===== config.mk =====
export PLATFORM = sky130hd
export DESIGN_NAME = lcd_responder_flat
export DESIGN_NICKNAME = d
export VERILOG_FILES = /design/src/rtl/lcd_responder_if.sv /design/src/rtl/lcd_responder.sv /design/src/flat_wrapper.sv
export SDC_FILE = /design/constraint.sdc
export NUM_CORES = 1
export LEC_CHECK = 0
export CAP_MARGIN = 5
export CORE_MARGIN = 4
export CORE_UTILIZATION = 44
export DETAILED_ROUTE_END_ITERATION = 12
export HOLD_SLACK_MARGIN = 0.12
export SYNTH_ARGS = -nofsm -noshare
export SYNTH_HDL_FRONTEND = slang
export SYNTH_SLANG_ARGS = --single-unit

===== constraint.sdc =====
create_clock -name clk -period 3.09 [get_ports clk]
set_input_delay 0.4635 -clock clk [delete_from_list [all_inputs] [get_ports clk]]
set_output_delay 0.4635 -clock clk [all_outputs]
set_load 0.01 [all_outputs]

===== src/rtl/lcd_responder_if.sv =====
// lcd_responder_if
//   Panel-side 4-bit character-LCD bus (HD44780 style).
//   master : the LCD controller (drives the pins)
//   slave  : the panel / responder (observes the pins)
//   SF_D   [11:8] data nibble
//   LCD_E         enable strobe
//   LCD_RS        0 = command, 1 = data
//   LCD_RW        0 = write, 1 = read
interface lcd_responder_if;
  logic [11:8] SF_D;
  logic        LCD_E;
  logic        LCD_RS;
  logic        LCD_RW;

  modport master (output SF_D, output LCD_E, output LCD_RS, output LCD_RW);
  modport slave  (input  SF_D, input  LCD_E, input  LCD_RS, input  LCD_RW);
endinterface


===== src/rtl/lcd_responder.sv =====
// lcd_responder
//   HD44780-compatible responder for the 4-bit character-LCD bus. Tracks the
//   power-on init handshake, reassembles nibble pairs, executes commands,
//   keeps a 32-character display image and flags protocol-timing violations.
//
//   Ports
//     clk, rst_n  : clock (rising edge) and asynchronous active-low reset
//     bus         : LCD pins (SF_D, LCD_E, LCD_RS, LCD_RW), slave side
//     rd_addr     : image read index (0-15 line 1, 16-31 line 2)
//     rd_data     : image byte at rd_addr, registered (one cycle later)
//     busy        : execution timer running
//     error       : sticky protocol-violation flag
//     mode_4bit   : 4-bit interface established
//     display_on  : display-control D bit
//     cursor      : current DDRAM address
//     wr_strobe   : one-cycle pulse per stored character
//     wr_char     : character written, valid with wr_strobe
//
//   Pin-level LCD_E falling edge -> effect visible 3 clk later
//   (2 synchronizer flops + 1 execute register).
module lcd_responder #(
  parameter int unsigned BUSY_CMD   = 2000,
  parameter int unsigned BUSY_CLEAR = 82000,
  parameter int unsigned MIN_E_HIGH = 12
) (
  input  logic                  clk,
  input  logic                  rst_n,
  lcd_responder_if.slave        bus,
  input  logic [4:0]            rd_addr,
  output logic [7:0]            rd_data,
  output logic                  busy,
  output logic                  error,
  output logic                  mode_4bit,
  output logic                  display_on,
  output logic [6:0]            cursor,
  output logic                  wr_strobe,
  output logic [7:0]            wr_char
);

  typedef enum logic [1:0] {
    S_8BIT    = 2'd0,
    S_4BIT_HI = 2'd1,
    S_4BIT_LO = 2'd2
  } state_t;

  localparam int unsigned BUSY_MAX = (BUSY_CLEAR > BUSY_CMD) ? BUSY_CLEAR : BUSY_CMD;
  localparam int TMR_W = $clog2(BUSY_MAX + 1);
  localparam int CNT_W = $clog2(MIN_E_HIGH + 1);
  localparam logic [TMR_W-1:0] LD_CMD   = TMR_W'(BUSY_CMD);
  localparam logic [TMR_W-1:0] LD_CLEAR = TMR_W'(BUSY_CLEAR);
  localparam logic [CNT_W-1:0] MIN_W    = CNT_W'(MIN_E_HIGH);
  localparam logic [7:0]       BLANK    = 8'h20;

  // Returns {hit, index}. Line 2 starts at DDRAM 0x28; its low nibble runs
  // 8..F,0..7 so subtracting 8 (mod 16) yields the 0..15 column.
  function automatic logic [5:0] map_addr(input logic [6:0] c);
    if (c <= 7'h0F)
      map_addr = {1'b1, 1'b0, c[3:0]};
    else if (c >= 7'h28 && c <= 7'h37)
      map_addr = {1'b1, 1'b1, c[3:0] - 4'h8};
    else
      map_addr = 6'd0;
  endfunction

  function automatic logic [6:0] step_cursor(input logic [6:0] c, input logic inc);
    step_cursor = inc ? c + 7'd1 : c - 7'd1;
  endfunction

  // ---- stage p0/p1: two-flop input synchronizer ----
  logic [3:0] d_p0, d_p1;
  logic       rs_p0, rs_p1, rw_p0, rw_p1;
  logic       e_p0, e_p1;

  always_ff @(posedge clk) begin
    d_p0  <= bus.SF_D;
    d_p1  <= d_p0;
    rs_p0 <= bus.LCD_RS;
    rs_p1 <= rs_p0;
    rw_p0 <= bus.LCD_RW;
    rw_p1 <= rw_p0;
  end

  always_ff @(posedge clk or negedge rst_n) begin
    if (!rst_n) begin
      e_p0 <= 1'b0;
      e_p1 <= 1'b0;
    end else begin
      e_p0 <= bus.LCD_E;
      e_p1 <= e_p0;
    end
  end

  // ---- stage p2: edge detect, high-width count, pulse qualification ----
  logic             e_p2;
  logic [CNT_W-1:0] e_cnt;
  logic             vld_p2;
  logic             short_p2;

  always_ff @(posedge clk or negedge rst_n) begin
    if (!rst_n) begin
      e_p2  <= 1'b0;
      e_cnt <= '0;
    end else begin
      e_p2 <= e_p1;
      if (e_p1) begin
        if (e_cnt != '1) e_cnt <= e_cnt + CNT_W'(1);
      end else begin
        e_cnt <= '0;
      end
    end
  end

  // Falling edge of synced E; read cycles are dropped before any checking.
  assign vld_p2   = e_p2 & ~e_p1 & ~rw_p1;
  assign short_p2 = (e_cnt < MIN_W);

  // ---- stage p3: execute ----
  state_t           state, state_nxt;
  logic [3:0]       hi_nib, hi_nxt;
  logic [6:0]       cur_nxt;
  logic             id_inc, id_nxt;
  logic             disp_nxt, mode_nxt, err_nxt;
  logic [TMR_W-1:0] timer, tmr_val;
  logic             tmr_ld;
  logic             fill_go, fill_act;
  logic [4:0]       fill_idx;
  logic             img_we;
  logic [4:0]       img_idx;
  logic             strobe_nxt;
  logic [7:0]       cmd_byte;
  logic [5:0]       map_res;
  logic [7:0]       image [32];

  assign cmd_byte = {hi_nib, d_p1};
  assign map_res  = map_addr(cursor);
  assign busy     = (timer != '0);

  always_comb begin
    state_nxt  = state;
    hi_nxt     = hi_nib;
    cur_nxt    = cursor;
    id_nxt     = id_inc;
    disp_nxt   = display_on;
    mode_nxt   = mode_4bit;
    err_nxt    = error;
    tmr_ld     = 1'b0;
    tmr_val    = LD_CMD;
    fill_go    = 1'b0;
    img_we     = 1'b0;
    img_idx    = map_res[4:0];
    strobe_nxt = 1'b0;

    if (vld_p2) begin
      if (short_p2 || busy) begin
        err_nxt = 1'b1;
      end else begin
        case (state)
          S_8BIT: begin
            if (d_p1 == 4'h3) begin
              tmr_ld = 1'b1;
            end else if (d_p1 == 4'h2) begin
              state_nxt = S_4BIT_HI;
              mode_nxt  = 1'b1;
              tmr_ld    = 1'b1;
            end else begin
              err_nxt = 1'b1;
            end
          end

          S_4BIT_HI: begin
            hi_nxt    = d_p1;
            state_nxt = S_4BIT_LO;
          end

          S_4BIT_LO: begin
            state_nxt = S_4BIT_HI;
            if (rs_p1) begin
              img_we     = map_res[5];
              strobe_nxt = map_res[5];
              cur_nxt    = step_cursor(cursor, id_inc);
              tmr_ld     = 1'b1;
            end else if (cmd_byte[7]) begin
              cur_nxt = cmd_byte[6:0];
              tmr_ld  = 1'b1;
            end else if (cmd_byte[6]) begin
              tmr_ld = 1'b1;
            end else if (cmd_byte[5]) begin
              if (cmd_byte[4]) begin
                state_nxt = S_8BIT;
                mode_nxt  = 1'b0;
              end
              tmr_ld = 1'b1;
            end else if (cmd_byte[4]) begin
              tmr_ld = 1'b1;
            end else if (cmd_byte[3]) begin
              disp_nxt = cmd_byte[2];
              tmr_ld   = 1'b1;
            end else if (cmd_byte[2]) begin
              id_nxt = cmd_byte[1];
              tmr_ld = 1'b1;
            end else if (cmd_byte[1]) begin
              cur_nxt = 7'd0;
              tmr_ld  = 1'b1;
              tmr_val = LD_CLEAR;
            end else if (cmd_byte[0]) begin
              fill_go = 1'b1;
              cur_nxt = 7'd0;
              id_nxt  = 1'b1;
              tmr_ld  = 1'b1;
              tmr_val = LD_CLEAR;
            end
          end

          default: state_nxt = S_8BIT;
        endcase
      end
    end
  end

  always_ff @(posedge clk or negedge rst_n) begin
    if (!rst_n) begin
      state      <= S_8BIT;
      hi_nib     <= 4'h0;
      cursor     <= 7'd0;
      id_inc     <= 1'b1;
      display_on <= 1'b0;
      mode_4bit  <= 1'b0;
      error      <= 1'b0;
      timer      <= '0;
      wr_strobe  <= 1'b0;
      wr_char    <= 8'h00;
    end else begin
      state      <= state_nxt;
      hi_nib     <= hi_nxt;
      cursor     <= cur_nxt;
      id_inc     <= id_nxt;
      display_on <= disp_nxt;
      mode_4bit  <= mode_nxt;
      error      <= err_nxt;
      wr_strobe  <= strobe_nxt;
      if (strobe_nxt) wr_char <= cmd_byte;
      if (tmr_ld)
        timer <= tmr_val;
      else if (timer != '0)
        timer <= timer - TMR_W'(1);
    end
  end

  // Clear writes one blank per cycle; the clear busy time covers all 32.
  always_ff @(posedge clk or negedge rst_n) begin
    if (!rst_n) begin
      fill_act <= 1'b0;
      fill_idx <= 5'd0;
    end else if (fill_go) begin
      fill_act <= 1'b1;
      fill_idx <= 5'd0;
    end else if (fill_act) begin
      fill_idx <= fill_idx + 5'd1;
      if (fill_idx == 5'd31) fill_act <= 1'b0;
    end
  end

  always_ff @(posedge clk or negedge rst_n) begin
    if (!rst_n) begin
      for (int i = 0; i < 32; i++) image[i] <= BLANK;
      rd_data <= BLANK;
    end else begin
      if (fill_act)
        image[fill_idx] <= BLANK;
      else if (img_we)
        image[img_idx] <= cmd_byte;
      rd_data <= image[rd_addr];
    end
  end

endmodule


===== src/flat_wrapper.sv =====
// flat-port wrapper written by rule: the top's interface ports become plain ports
module lcd_responder_flat 
#(
  parameter int unsigned BUSY_CMD   = 2000,
  parameter int unsigned BUSY_CLEAR = 82000,
  parameter int unsigned MIN_E_HIGH = 12
)
  (clk, rst_n, rd_addr, rd_data, busy, error, mode_4bit, display_on, cursor, wr_strobe, wr_char, bus_SF_D, bus_LCD_E, bus_LCD_RS, bus_LCD_RW);
  lcd_responder_if bus_i ();
  input  logic clk;
  input  logic rst_n;
  input  logic [4:0] rd_addr;
  output logic [7:0] rd_data;
  output logic busy;
  output logic error;
  output logic mode_4bit;
  output logic display_on;
  output logic [6:0] cursor;
  output logic wr_strobe;
  output logic [7:0] wr_char;
  input wire logic [$bits(bus_i.SF_D)-1:0] bus_SF_D;
  input wire logic [$bits(bus_i.LCD_E)-1:0] bus_LCD_E;
  input wire logic [$bits(bus_i.LCD_RS)-1:0] bus_LCD_RS;
  input wire logic [$bits(bus_i.LCD_RW)-1:0] bus_LCD_RW;
  assign bus_i.SF_D = bus_SF_D;
  assign bus_i.LCD_E = bus_LCD_E;
  assign bus_i.LCD_RS = bus_LCD_RS;
  assign bus_i.LCD_RW = bus_LCD_RW;
  lcd_responder #(.BUSY_CMD(BUSY_CMD), .BUSY_CLEAR(BUSY_CLEAR), .MIN_E_HIGH(MIN_E_HIGH)) u_core (.clk(clk), .rst_n(rst_n), .bus(bus_i), .rd_addr(rd_addr), .rd_data(rd_data), .busy(busy), .error(error), .mode_4bit(mode_4bit), .display_on(display_on), .cursor(cursor), .wr_strobe(wr_strobe), .wr_char(wr_char));
endmodule

# Yosys cells after proc, flatten, opt, wreduce, memory -nomap -nowiden
# Cells that the tools add are included.
dict set report totals {
  ff_bits 332
  word_cells 224
}
dict set report classes {
  bitwise_logic 17
  n_addsub 6
  n_eq_ne 22
  muxes 95
  n_lt_le_gt_ge 9
  n_reduce_logical 20
}
# op n
set ops {}
lappend ops {{2-to-1 mux 256 bit} 2}
lappend ops {{bitwise mux 256 bit} 1}
lappend ops {{2-to-1 mux 17 bit} 14}
lappend ops {{bitwise AND 224 bit} 1}
lappend ops {{NOT 224 bit} 1}
lappend ops {{demux 8 bit (select 5 bit)} 2}
lappend ops {{2-to-1 mux 7 bit} 10}
lappend ops {{2-to-1 mux 1 bit} 46}
lappend ops {{binary-select mux 8 bit (select 5 bit)} 1}
lappend ops {{2-to-1 mux 8 bit} 4}
lappend ops {{OR 32 bit} 1}
lappend ops {{>= comparator 6 bit (second input constant)} 3}
lappend ops {{NOT 5 -> 6 bit} 3}
lappend ops {{AND reduction 9 bit} 2}
lappend ops {{nonzero test 17 bit} 1}
lappend ops {{subtractor 17 x 1 -> 17 bit (second input constant)} 1}
lappend ops {{< comparator 6 x 1 -> 1 bit (second input constant)} 2}
lappend ops {{2-to-1 mux 2 bit} 6}
lappend ops {{2-to-1 mux 6 bit} 2}
lappend ops {{inequality test 2 x 1 -> 1 bit (second input constant)} 6}
lappend ops {{nonzero test 2 bit} 6}
lappend ops {{AND reduction 11 bit} 1}
lappend ops {{2-to-1 mux 5 bit} 2}
lappend ops {{inequality test 2 bit (second input constant)} 5}
lappend ops {{28 further kinds} 46}

# Longest topological paths before layout
dict set report logic_depth {
  ltp_word 13
  depth_mapped 9
}

# Worst setup path after synthesis
# No wires, ideal clock.
dict set report synth_path {
  path_kind {input to register}
  startpoint {input port rd_addr[0]}
  endpoint {register u_core.rd_data[0]}
  path_slack_ns 0.543
  path_buffers 2
  setup_ns 0.119
  cell_stages 5
  arrival_ns 2.428
  required_ns 2.971
  path_cell_list {buf_2 > buf_1 > mux4_2 > mux4_2 > o21a_1}
}
dict set report synth_via {
  elab_chain_cells 4
}
# element line
set synth_lines {}
lappend synth_lines {{from (decl)} flat_wrapper.sv:12} ;# input logic [4:0] rd_addr;
lappend synth_lines {{NOT 5 -> 6 bit (not written as such)} lcd_responder.sv:272} ;# rd_data <= image[rd_addr];
lappend synth_lines {{binary-select mux 8 bit (select 5 bit)} lcd_responder.sv:272}
lappend synth_lines {{2-to-1 mux 8 bit (not written as such) (2 in a row)} lcd_responder.sv:272}
lappend synth_lines {{to (signal assigned)} lcd_responder.sv:272}
lappend synth_lines {{to (decl)} lcd_responder.sv:30} ;# output logic [7:0] rd_data,
# Every way passes these cells. The select of a mux whose other input is x is not followed.
# A chain may end at the register's enable or synchronous reset.

# Final worst setup path
dict set report layout_path {
  startpoint {register u_core.timer[0]}
  endpoint {output port busy}
}
dict set report layout_via {
  elab_chain_cells 1
}
# element line
set layout_lines {}
lappend layout_lines {{from (decl)} lcd_responder.sv:123} ;# logic [TMR_W-1:0] timer, tmr_val;
lappend layout_lines {{from (signal assigned)} lcd_responder.sv:243} ;# timer <= tmr_val;
lappend layout_lines {{from (signal assigned)} lcd_responder.sv:245} ;# timer <= timer - TMR_W'(1);
lappend layout_lines {{nonzero test 17 bit} lcd_responder.sv:136} ;# assign busy = (timer != '0);
lappend layout_lines {{to (decl)} flat_wrapper.sv:14} ;# output logic busy;
# Every way passes these cells.

==> reports/results.tsv <==
metric	value	unit
synth warn	0	
most frequent cells in the layout	dfrtp_1, nand2_1, nor3b_1, a221o_1, o21ai_0	
fraction of layout cells with a size suffix above 1	18.3	%
dominant synthesized flop cell	dfrtp_1	
die area	41800	um^2
Comb pwr share	7.6	%
Fmax	355	MHz
switching power	2500	uW
Post-synth EDFFs	0	
worst min-delay path class	flip-flop to flip-flop	
Max-Cap Viols	0	
CTS tree	yes	
maximum clock path buffer count	3	
Post-Syn Area	17000	um^2
post-synth net total	1539	
clk sinks	332	
Area Overhead vs Synth	14.7	%
Post-route DRC	0	
vias in the first global route	12700	
Initial Util	44.9	%
Overflow after GRT	0	
drt pass-1 iters	5	
pin count of the biggest net entering global routing	85	
Via density	6.12	
CP Max Fanout	8	
non-filler cells, final	2088	
#FFs+latches synth	332	
Final HPWL DP	31.6	mm
post-route clock period utilization	91.2	%
Ant. Diodes	0	
Worst-Margin Slew	1290	ps
H-tree Lvls	2	
first-pass GRT wire length	75.4	mm
Post-synth ARST share	96.4	%
endpoints failing setup	0	
P_int	7550	uW
routed len/inst	22.9	um
Rows	71	
PortBufs	41	
CTS buffer count	39	
Critical Path Start Type	flip-flop	
Tot GR Track Use	23.0	%
DR WL met3	2.85	mm
dpl cells	2014	
Cells on Worst Hold Path	0	
routability congestion estimate from global placement	0.857	
Starting DRT DRC Count	1124	
RSZ-0062 raised after global routing	false	
most common cell after layout, fill and taps aside	dfrtp_1	
initial antenna violation count	0	
die height	204	um
status	complete, no violations	
maximum vdd ir drop	0.000364	V
Pleak	0.00835	uW
Crit. End Element	output port	
chip width	204	um
Nets	1574	
Setup Skew	24.4	ps
pins over their slew limit	0	
Final ANT Viol Nets	0	
sw frac	24.9	%
CP required	2630	ps
Setup TNS	0	ps
Netlist cell types	63	
Clock Latency Late Sink	560	ps
worst r2r path cells	6	
total number of vias	12800	
Rel. slew slack	13.7	%
Worst Path Arrival	2350	ps
sequential share of the synthesized area	48.8	%
highest routed layer	met4	
Mapped Cells	1511	
clk root buf	clkbuf_16	
final WL	47.8	mm
M1 WL	21.4	mm
FF-to-FF setup slack	560	ps
Final Hold Fails	0	
Tmin final	2820	ps
core outline area	37800	um^2
sequential share of power	46.1	%
clock share of power	46.4	%
PwrDens	516	nW/um^2
CP Class	flip-flop to output port	
wire length on met2	22.3	mm
Worst-path clk slew	60	ps
# IOs	42	
syn_area_per_cell	11.2	um^2
[sequential cells by signal, summed over array words and instances (netlist names), 2 cells and up]
name,cells
u_core.timer,17
u_core.hi_nib,4
u_core.d_p0,4
u_core.state,2
u_core.cursor,7
u_core.d_p1,4
u_core.image,256
u_core.rd_data,8
u_core.wr_char,8
u_core.e_cnt,4
u_core.fill_idx,5
[critical path, cell delays in order, from the launching register on]
cell	delay [ps]
dfrtp_1	390
inv_1	120
ha_1	170
nor2b_1	190
nand3_1	170
nor2_1	190
inv_2	100
clkdlybuf4s50_1	490
[layer usage]
metal | vias up | global-route usage, %
met4 | 0 | 6.82
li1 | 5778 | -
met3 | 72 | 4.36
met1 | 6526 | 32.7
met5 | - | 0
met2 | 402 | 36.4
[cell families (layout without fill, tap and decap cells)]
group / after synthesis / count (layout) / share of synthesized area, %
DFF: 332 / 332 / 48.8
buffers and inverters: 152 / 218 / 3.56
xor gates and xnor gates: 18 / 18 / 0.928
AOI/OAI and AO/OA: 325 / 325 / 14.2
adders and majority gates: 14 / 14 / 1.08
and+or+nand+nor: 531 / 531 / 17.9
muxes: 139 / 139 / 13.6
[worst paths after layout]
kind | to | startpoint
max | busy | u_core.timer[0]
min | u_core.d_p1[1] | u_core.d_p0[1]
max reg2reg | u_core.image[179] | u_core.timer[12]
min reg2reg | u_core.d_p1[1] | u_core.d_p0[1]
max in group asynchronous | u_core.image[13] | rst_n
min in group asynchronous | u_core.image[97] | rst_n
[synthesized netlist by cell type (all sizes together) (38+ instances only)]
master,count,area (um^2)
buf,38,176
dfrtp,286,7160
nor3,44,300
nand2,179,672
mux4,72,1620
mux2i,56,561
clkbuf,78,293
nand3,51,255
a21oi,39,195
o21ai,100,500
a221o,113,1130
nor3b,119,898
nor2,51,191
[final cells by class]
class                      instances  area [um^2]
tap                              511          639
multi-input combinational       1027         8090
timing repair buffer             110         1020
fill                            3347        18400
sequential                       332         8290
clock inverter                    17          231
clock buffer                      55         1070
inverter                          36          135
[stage by stage]
stage                     worst slack, ps  hold WS [ps]  area (um^2)  total power, uW  utilization, %
after floorplan                       543           168        17000             5140               -
after global placement                554           313        18200             5440            48.0
after detailed placement              474           313        18200             5460            48.0
after CTS                            81.9           324        19500            10200            51.5
after global routing                  130           330        19500            10500            51.5
final                                 272           321        19500            10100            51.5
[power by group through the flow]
stage,combinational [uW],clock [uW],sequential (uW)
5_1_grt,846,4960,4650
3_3_place_gp,739,0,4700
6_report,761,4660,4630
4_1_cts,770,4760,4630
2_1_floorplan,463,0,4680
3_5_place_dp,755,0,4700
[repair_timing]
item / in CTS / in global routing
pin swaps: 1 / 0
endpoints found under the hold margin: 38 / 0
resized for setup: 0 / 2
endpoints found under the setup margin: 1 / 1
setup buffers: 1 / 0
hold buffers: 1 / 0
Note: power is estimated with default switching activity, not from simulation.
